==> config.mk <==
export PLATFORM = sky130hd
export DESIGN_NAME = mmu_sequencer
export DESIGN_NICKNAME = d
export VERILOG_FILES = /design/src/rtl/mmu_sequencer.sv
export SDC_FILE = /design/constraint.sdc
export NUM_CORES = 1
export LEC_CHECK = 0
export BUFFER_PORTS_ARGS = -buffer_cell sky130_fd_sc_hd__buf_2
export CORE_MARGIN = 3
export CORE_UTILIZATION = 50
export CTS_BUF_LIST = sky130_fd_sc_hd__clkbuf_16
export CTS_CLUSTER_SIZE = 40
export DETAILED_ROUTE_END_ITERATION = 16
export PLACE_DENSITY = 0.8
export SLEW_MARGIN = 0
export SYNTH_ARGS = -nofsm -noshare
export SYNTH_HDL_FRONTEND = slang
export SYNTH_SLANG_ARGS = --single-unit
==> constraint.sdc <==
create_clock -name clk -period 23 [get_ports clk]
set_clock_uncertainty 0.05 [all_clocks]
set_input_delay 2.3 -clock clk [delete_from_list [all_inputs] [get_ports clk]]
set_output_delay 2.3 -clock clk [all_outputs]
set_load 0.02 [all_outputs]
==> src/rtl/mmu_sequencer.sv <==
// Sequencer for a 4x4 systolic matrix unit: buffers one job of weight columns and
// data rows, plays them into the array, captures the bottom-row results and streams them out.
module mmu_sequencer #(
  parameter int LOAD_SETTLE  = 2,
  parameter int DRAIN_CYCLES = 8,
  parameter int OUT_DELAY    = 4
) (
  input  logic        clk,
  input  logic        rst_n,
  input  logic        start,
  input  logic        in_valid,
  output logic        in_ready,
  input  logic [31:0] in_data,
  output logic        tpu_control,
  output logic [31:0] tpu_wt_arr,
  output logic [31:0] tpu_data_arr,
  input  logic [23:0] pe30_in,
  input  logic [23:0] pe31_in,
  input  logic [23:0] pe32_in,
  input  logic [23:0] pe33_in,
  output logic        res_valid,
  input  logic        res_ready,
  output logic [95:0] res_data,
  output logic        busy,
  output logic        done
);

  typedef enum logic [2:0] {
    S_IDLE   = 3'd0,
    S_FILL   = 3'd1,
    S_LOAD   = 3'd2,
    S_SETTLE = 3'd3,
    S_STREAM = 3'd4,
    S_DRAIN  = 3'd5,
    S_OUTPUT = 3'd6
  } state_t;

  localparam logic [15:0] SETTLE_LAST = 16'(LOAD_SETTLE - 1);
  localparam logic [15:0] DRAIN_LAST  = 16'(DRAIN_CYCLES + 3);
  localparam logic [15:0] CAP_FIRST   = 16'(OUT_DELAY);
  localparam logic [15:0] CAP_LAST    = 16'(OUT_DELAY + 3);

  state_t      state_r;
  logic [15:0] cnt_r;
  logic [1:0]  kidx_r;
  logic [31:0] buf_r  [0:7];
  logic [95:0] slot_r [0:3];

  logic        in_ready_r;
  logic        ctrl_r;
  logic [31:0] wt_r;
  logic [31:0] data_r;
  logic        res_valid_r;
  logic [95:0] res_data_r;
  logic        busy_r;
  logic        done_r;

  logic [95:0] pe_word_s;
  logic        cap_hit_s;
  logic [1:0]  cap_idx_s;
  logic        beat_acc_s;

  assign in_ready     = in_ready_r;
  assign tpu_control  = ctrl_r;
  assign tpu_wt_arr   = wt_r;
  assign tpu_data_arr = data_r;
  assign res_valid    = res_valid_r;
  assign res_data     = res_data_r;
  assign busy         = busy_r;
  assign done         = done_r;

  // Result capture window: the phase counter t is cnt_r during STREAM and DRAIN.
  always_comb begin
    pe_word_s  = {pe33_in, pe32_in, pe31_in, pe30_in};
    beat_acc_s = (state_r == S_FILL) && in_valid && in_ready_r;
    cap_idx_s  = 2'(cnt_r - CAP_FIRST);
    if ((state_r == S_STREAM || state_r == S_DRAIN) &&
        (cnt_r >= CAP_FIRST) && (cnt_r <= CAP_LAST)) begin
      cap_hit_s = 1'b1;
    end else begin
      cap_hit_s = 1'b0;
    end
  end

  // Input beat buffer: slots 0-3 weight columns, slots 4-7 data rows.
  always_ff @(posedge clk) begin
    if (!rst_n) begin
      for (int i = 0; i < 8; i++) begin
        buf_r[i] <= 32'd0;
      end
    end else if (beat_acc_s) begin
      buf_r[cnt_r[2:0]] <= in_data;
    end
  end

  // Result slots sampled from the bottom PE row at t = OUT_DELAY+k.
  always_ff @(posedge clk) begin
    if (!rst_n) begin
      for (int i = 0; i < 4; i++) begin
        slot_r[i] <= 96'd0;
      end
    end else if (cap_hit_s) begin
      slot_r[cap_idx_s] <= pe_word_s;
    end
  end

  // Job sequencing FSM; every output is loaded on the edge that enters its state.
  always_ff @(posedge clk) begin
    if (!rst_n) begin
      state_r     <= S_IDLE;
      cnt_r       <= 16'd0;
      kidx_r      <= 2'd0;
      in_ready_r  <= 1'b0;
      ctrl_r      <= 1'b0;
      wt_r        <= 32'd0;
      data_r      <= 32'd0;
      res_valid_r <= 1'b0;
      res_data_r  <= 96'd0;
      busy_r      <= 1'b0;
      done_r      <= 1'b0;
    end else begin
      done_r <= 1'b0;
      case (state_r)
        S_IDLE: begin
          if (start) begin
            state_r    <= S_FILL;
            cnt_r      <= 16'd0;
            in_ready_r <= 1'b1;
            busy_r     <= 1'b1;
          end
        end
        S_FILL: begin
          if (beat_acc_s) begin
            if (cnt_r[2:0] == 3'd7) begin
              state_r    <= S_LOAD;
              cnt_r      <= 16'd0;
              in_ready_r <= 1'b0;
              ctrl_r     <= 1'b1;
              wt_r       <= buf_r[0];
            end else begin
              cnt_r <= cnt_r + 16'd1;
            end
          end
        end
        S_LOAD: begin
          if (cnt_r == 16'd3) begin
            wt_r  <= 32'd0;
            cnt_r <= 16'd0;
            if (LOAD_SETTLE == 0) begin
              state_r <= S_STREAM;
              ctrl_r  <= 1'b0;
              data_r  <= buf_r[4];
            end else begin
              state_r <= S_SETTLE;
            end
          end else begin
            cnt_r <= cnt_r + 16'd1;
            wt_r  <= buf_r[{1'b0, cnt_r[1:0] + 2'd1}];
          end
        end
        S_SETTLE: begin
          if (cnt_r == SETTLE_LAST) begin
            state_r <= S_STREAM;
            cnt_r   <= 16'd0;
            ctrl_r  <= 1'b0;
            data_r  <= buf_r[4];
          end else begin
            cnt_r <= cnt_r + 16'd1;
          end
        end
        S_STREAM, S_DRAIN: begin
          if (state_r == S_STREAM && cnt_r < 16'd3) begin
            data_r <= buf_r[{1'b1, cnt_r[1:0] + 2'd1}];
          end else begin
            data_r <= 32'd0;
          end
          if (cnt_r == DRAIN_LAST) begin
            state_r     <= S_OUTPUT;
            cnt_r       <= 16'd0;
            kidx_r      <= 2'd0;
            res_valid_r <= 1'b1;
            res_data_r  <= slot_r[0];
          end else begin
            cnt_r <= cnt_r + 16'd1;
            if (cnt_r == 16'd3) begin
              state_r <= S_DRAIN;
            end
          end
        end
        S_OUTPUT: begin
          if (res_ready) begin
            if (kidx_r == 2'd3) begin
              state_r     <= S_IDLE;
              kidx_r      <= 2'd0;
              res_valid_r <= 1'b0;
              res_data_r  <= 96'd0;
              busy_r      <= 1'b0;
              done_r      <= 1'b1;
            end else begin
              kidx_r     <= kidx_r + 2'd1;
              res_data_r <= slot_r[kidx_r + 2'd1];
            end
          end
        end
        default: begin
          state_r     <= S_IDLE;
          cnt_r       <= 16'd0;
          kidx_r      <= 2'd0;
          in_ready_r  <= 1'b0;
          ctrl_r      <= 1'b0;
          wt_r        <= 32'd0;
          data_r      <= 32'd0;
          res_valid_r <= 1'b0;
          res_data_r  <= 96'd0;
          busy_r      <= 1'b0;
        end
      endcase
    end
  end

endmodule

# [Yosys cells after proc, flatten, opt, wreduce, memory -nomap -nowiden]
# Memory sizes are Yosys's and may differ from the RTL's.
# Cells that the tools add are included.
# W data, S select, Z words.
[word_totals] reg_bits=186 latchBits=0 mem_bits_rw=640 rom_bits=0 input_bits=133 output_inout_bits=165 word_cells=133 memories=2
[classes] addsub=4 multipliers=0 div_mod_pow=0 n_lt_le_gt_ge=3 n_eq_ne=20 shift=0 mux=60 bitwise_logic=7 reduce_logical=26
[mem_list] name="slot_r" depth=4 width=96 read_ports=2 rd_ports_with_merged_regs=0 wr=4 line_no="47" text="logic [95:0] slot_r [0:3];"
[mem_list] name="buf_r" depth=8 width=32 read_ports=4 rd_ports_with_merged_regs=0 wr=8 line_no="46" text="logic [31:0] buf_r [0:7];"
[ops] op="$mux W96" n=4
[ops] op="$pmux W96 S3" n=1
[ops] op="$mux W32" n=6
[ops] op="$pmux W32 S3" n=2
[ops] op="$mux W16" n=6
[ops] op="$pmux W16 S6" n=1
[ops] op="$reduce_or A96 Y1" n=1
[ops] op="$reduce_or A32 Y1" n=1
[ops] op="$mux W3" n=10
[ops] op="$mux W1" n=20
[ops] op="$reduce_or A5 Y1" n=4
[ops] op="$pmux W3 S6" n=1
[ops] op="$add A16 B1 Y16 const B" n=1
[ops] op="$eq A16 B1 Y1 const B" n=1
[ops] op="$eq A16 B2 Y1 const B" n=1
[ops] op="$eq A16 B4 Y1 const B" n=1
[ops] op="$ge A16 B3 Y1 const B" n=1
[ops] op="$le A16 B3 Y1 const B" n=1
[ops] op="$lt A16 B2 Y1 const B" n=1
[ops] op="$reduce_and A4 Y1" n=4
[ops] op="$ne A2 B2 Y1 const B" n=7
[ops] op="$eq A3 B3 Y1 const B" n=4
[ops] op="$pmux W1 S3" n=4
[ops] op="$reduce_and A3 Y1" n=4
[ops] op="17 further kinds" n=33

# [Longest topological paths before layout]
[logic_depth] depth_word=10 mapped_depth=11 depth_no_buf=8

# [Worst setup path before layout]
# No wires, ideal clock.
[synth_path] path_kind="register -> register" start="register cnt_r[0]" end="memory slot_r[3][0] (enable)" setup_ps=811 arrival_time_ps=10855 t_required_ps=22139 path_slack_ps=11284 path_stages_with_launch=5 path_buffers=2 synth_period_minus_slack_ps=11716 cell_sequence="dfxtp_1 -> clkbuf_1 -> buf_1 -> nand3_1 -> o41ai_1"
[synth_rtl] element="from (decl)" line_no="44" text="logic [15:0] cnt_r;"
[synth_rtl] element="from (signal assigned)" line_no="141" text="cnt_r <= cnt_r + 16'd1;"
[synth_rtl] element="from (signal assigned)" line_no="157" text="cnt_r <= cnt_r + 16'd1;"
[synth_rtl] element="from (signal assigned)" line_no="168" text="cnt_r <= cnt_r + 16'd1;"
[synth_rtl] element="to (decl)" line_no="47"

==> metrics.yaml <==
row_count: 97
ctsHoldBuffers: 0
postLayoutSetupSlackWorst_ns: 16.95
crit_path_end_kind: "flip-flop"
synth_fp_nets: 2634
top_level_ports: 298
dp_slack_ns: 16.31
cts-root-buf: "clkbuf_16"
async_flop_share: 0
initialDrtViolationCount: 2169
p_per_area_nw_per_um2: 75.2
multi_input_area_um2: 12300
synthTopCellsByArea: "edfxtp_1 (53%), and2_1 (12%), dfxtp_1 (10%), mux4_2 (10%), a22oi_1 (3.3%)"
synth.avg_cell_area_um2: 14.4
yosys_warnings: 0
final.setup.tns_ns: 0
finalMaxSlewViolations: 0
synthCells: 2496
wirelength_um: 87800
insertion_delay_ns: 0.65
cp.required_ns: 23.20
grt_pass1_wl_um: 133000
period_needed_ns: 6.05
wl_per_cell_um: 23.4
antenna_found_initial: 31
seq_area_um2: 22900
synth_common_cells: "and2_1 (676), edfxtp_1 (640), dfxtp_1 (186)"
drcViolationCount: 0
worst_ep_arrival_time_ns: 6.25
synth_top_area_frac: 0.533
n_fill_cell: 5290
overflow: 0
netlist_area_um2: 36000
numClockSinks: 826
place.gp.congestion: 0.800
grt_max_degree: 110
worstRegToRegCells: 6
period_share: 0.263
r2r_end: "slot_r[2][36]$_SDFFCE_PN0P_"
dpl_cell_area_um2: 38300
reg2reg_from: "state_r[2]$_SDFFE_PN0P_"
slew_headroom: 0.174
ys_ff_latch: 826
die_w_um: 274
grt_setup_unrepaired: "no"
finalNetCount: 2859
p_leak_nw: 15.8
antenna_left: 0
portBuffers: 297
syn2layout_area_growth_pct: 13.7
min_path_cells: 2
path_clk_slew_ns: 0.06
startpoint_type: "primary input"
coreArea_um2: 70800
drive_gt1_frac: 0.237
fmax_mhz: 165
avgViaCountPerCell: 5.95
drt_pre_antenna_iters: 6
post_cts_buffers: 0
power_w: 0.00308
fin_area_um2: 41000
dp_hpwl_um: 50900
cts_tree: "done"
crit_type: "in -> reg"
drv_cap: 0
tightest_slew_ns: 1.24
ys_types: 57
synth_most_common_cell: "and2_1"
setup_viol: 0
num_vias: 22351
ctsResizeCount: 0
ir_drop_v: 0.0000610
initial_utilization: 0.509
hold_end: "res_valid$_SDFFE_PN0P_"
synth_edf_count: 640
outcome: "complete, no violations"
grt_pass1_vias: 23162
die_area_um2: 75300
cts_buffers: 84
hold_viol_final: 0
cts_buffer_depth: 3
ys.flop_type: "edfxtp_1"
yosys.area.top_type: "edfxtp_1"
grt_use_total: 0.231
hp-class: "reg -> reg"
h-tree-depth: 3
die_h_um: 274
worst-r2r-setup-slack_ns: 18.05
ys_seq_area_frac: 0.637
hold_start: "res_valid$_SDFFE_PN0P_"
worstPathMaxFanout: 97
[worst max path at each step]
stage / startpoint / to
after floorplan: cnt_r[0]$_SDFFE_PN0P_ / slot_r[3][0]$_DFFE_PP_
after global placement: rst_n / slot_r[0][87]$_SDFFCE_PN0P_
after detailed placement: rst_n / slot_r[2][32]$_SDFFCE_PN0P_
after CTS: rst_n / slot_r[0][19]$_SDFFCE_PN0P_
after global routing: rst_n / slot_r[2][51]$_SDFFCE_PN0P_
final: rst_n / slot_r[2][36]$_SDFFCE_PN0P_
[cells in the final DEF, fill, tap and decap left out, drive strengths merged, types with 5 or more instances in the layout]
| master | n |
|---|---|
| a21oi | 40 |
| a22oi | 160 |
| and2 | 676 |
| buf | 340 |
| clkbuf | 84 |
| clkinv | 37 |
| clkinvlp | 5 |
| dfxtp | 186 |
| diode | 22 |
| edfxtp | 640 |
| ha | 5 |
| inv | 32 |
| mux4 | 160 |
| nand2 | 113 |
| nand2b | 11 |
| nand3 | 18 |
| nand4 | 8 |
| nor2 | 31 |
| nor2b | 7 |
| nor3 | 7 |
| nor4 | 5 |
| o211a | 97 |
| o21ai | 49 |
| o2bb2ai | 32 |
| xor2 | 7 |
[metrics by stage]
stage          hold slack (ns)   util  cells
2_1_floorplan            0.408      -   2496
3_3_place_gp             0.406  0.541   3575
3_5_place_dp             0.411  0.541   3575
4_1_cts                  0.425  0.578   3732
5_1_grt                  0.460  0.579   3745
6_report                 0.423  0.579   3754
[power by group]
group          internal, W  switching [W]  total [W]
logic            0.0000340      0.0000618  0.0000959
registers          0.00165      0.0000193    0.00167
clock network     0.000722       0.000591    0.00131
total              0.00241       0.000672    0.00308
[layout make-up]
cell class                      instances  area share
Antenna cell                           22     0.00134
Clock buffer                           84      0.0513
Clock inverter                         73      0.0138
Inverter                                5    0.000458
Multi-Input combinational cell       1464       0.300
Sequential cell                       826       0.560
Tap cell                              940      0.0287
Timing Repair Buffer                  340      0.0443
[kinds of logic (layout without fill, tap and decap cells)]
logic type,after synthesis,count (layout),synth area share
buffers and inverters,206,502,0.0259
multiplexers,161,161,0.100
AO/OA/AOI/OAI,398,398,0.0861
XOR/XNOR,9,9,0.00219
other,0,22,0
AND/OR/NAND/NOR,891,891,0.147
adder cells (fa/ha/maj),5,5,0.00174
flip-flops,826,826,0.637
[flip-flops by register name, indices dropped and copies added, names as in the netlist, 2 cells and up]
| register | flops |
|---|---|
| buf_r | 256 |
| cnt_r | 16 |
| kidx_r | 2 |
| res_data | 96 |
| slot_r | 384 |
| state_r | 3 |
| tpu_data_arr | 32 |
| tpu_wt_arr | 32 |
[worst max-delay path, cell delays in order]
cell and delay [ns]:
buf_6 0.51, nand2_1 0.23, or4_4 0.52, nor3_4 0.12
buf_4 0.78, nand2b_4 0.92, buf_4 0.63
[per-layer routing]
| layer | global-route usage | wire length, um | up-vias |
|---|---|---|---|
| met5 | 0 | 92 | - |
| met4 | 0.0908 | 2790 | 14 |
| met3 | 0.0549 | 7480 | 187 |
| met2 | 0.399 | 44600 | 992 |
| met1 | 0.279 | 32900 | 11354 |
| li1 | - | - | 9804 |
(Power assumes the default switching activity.)
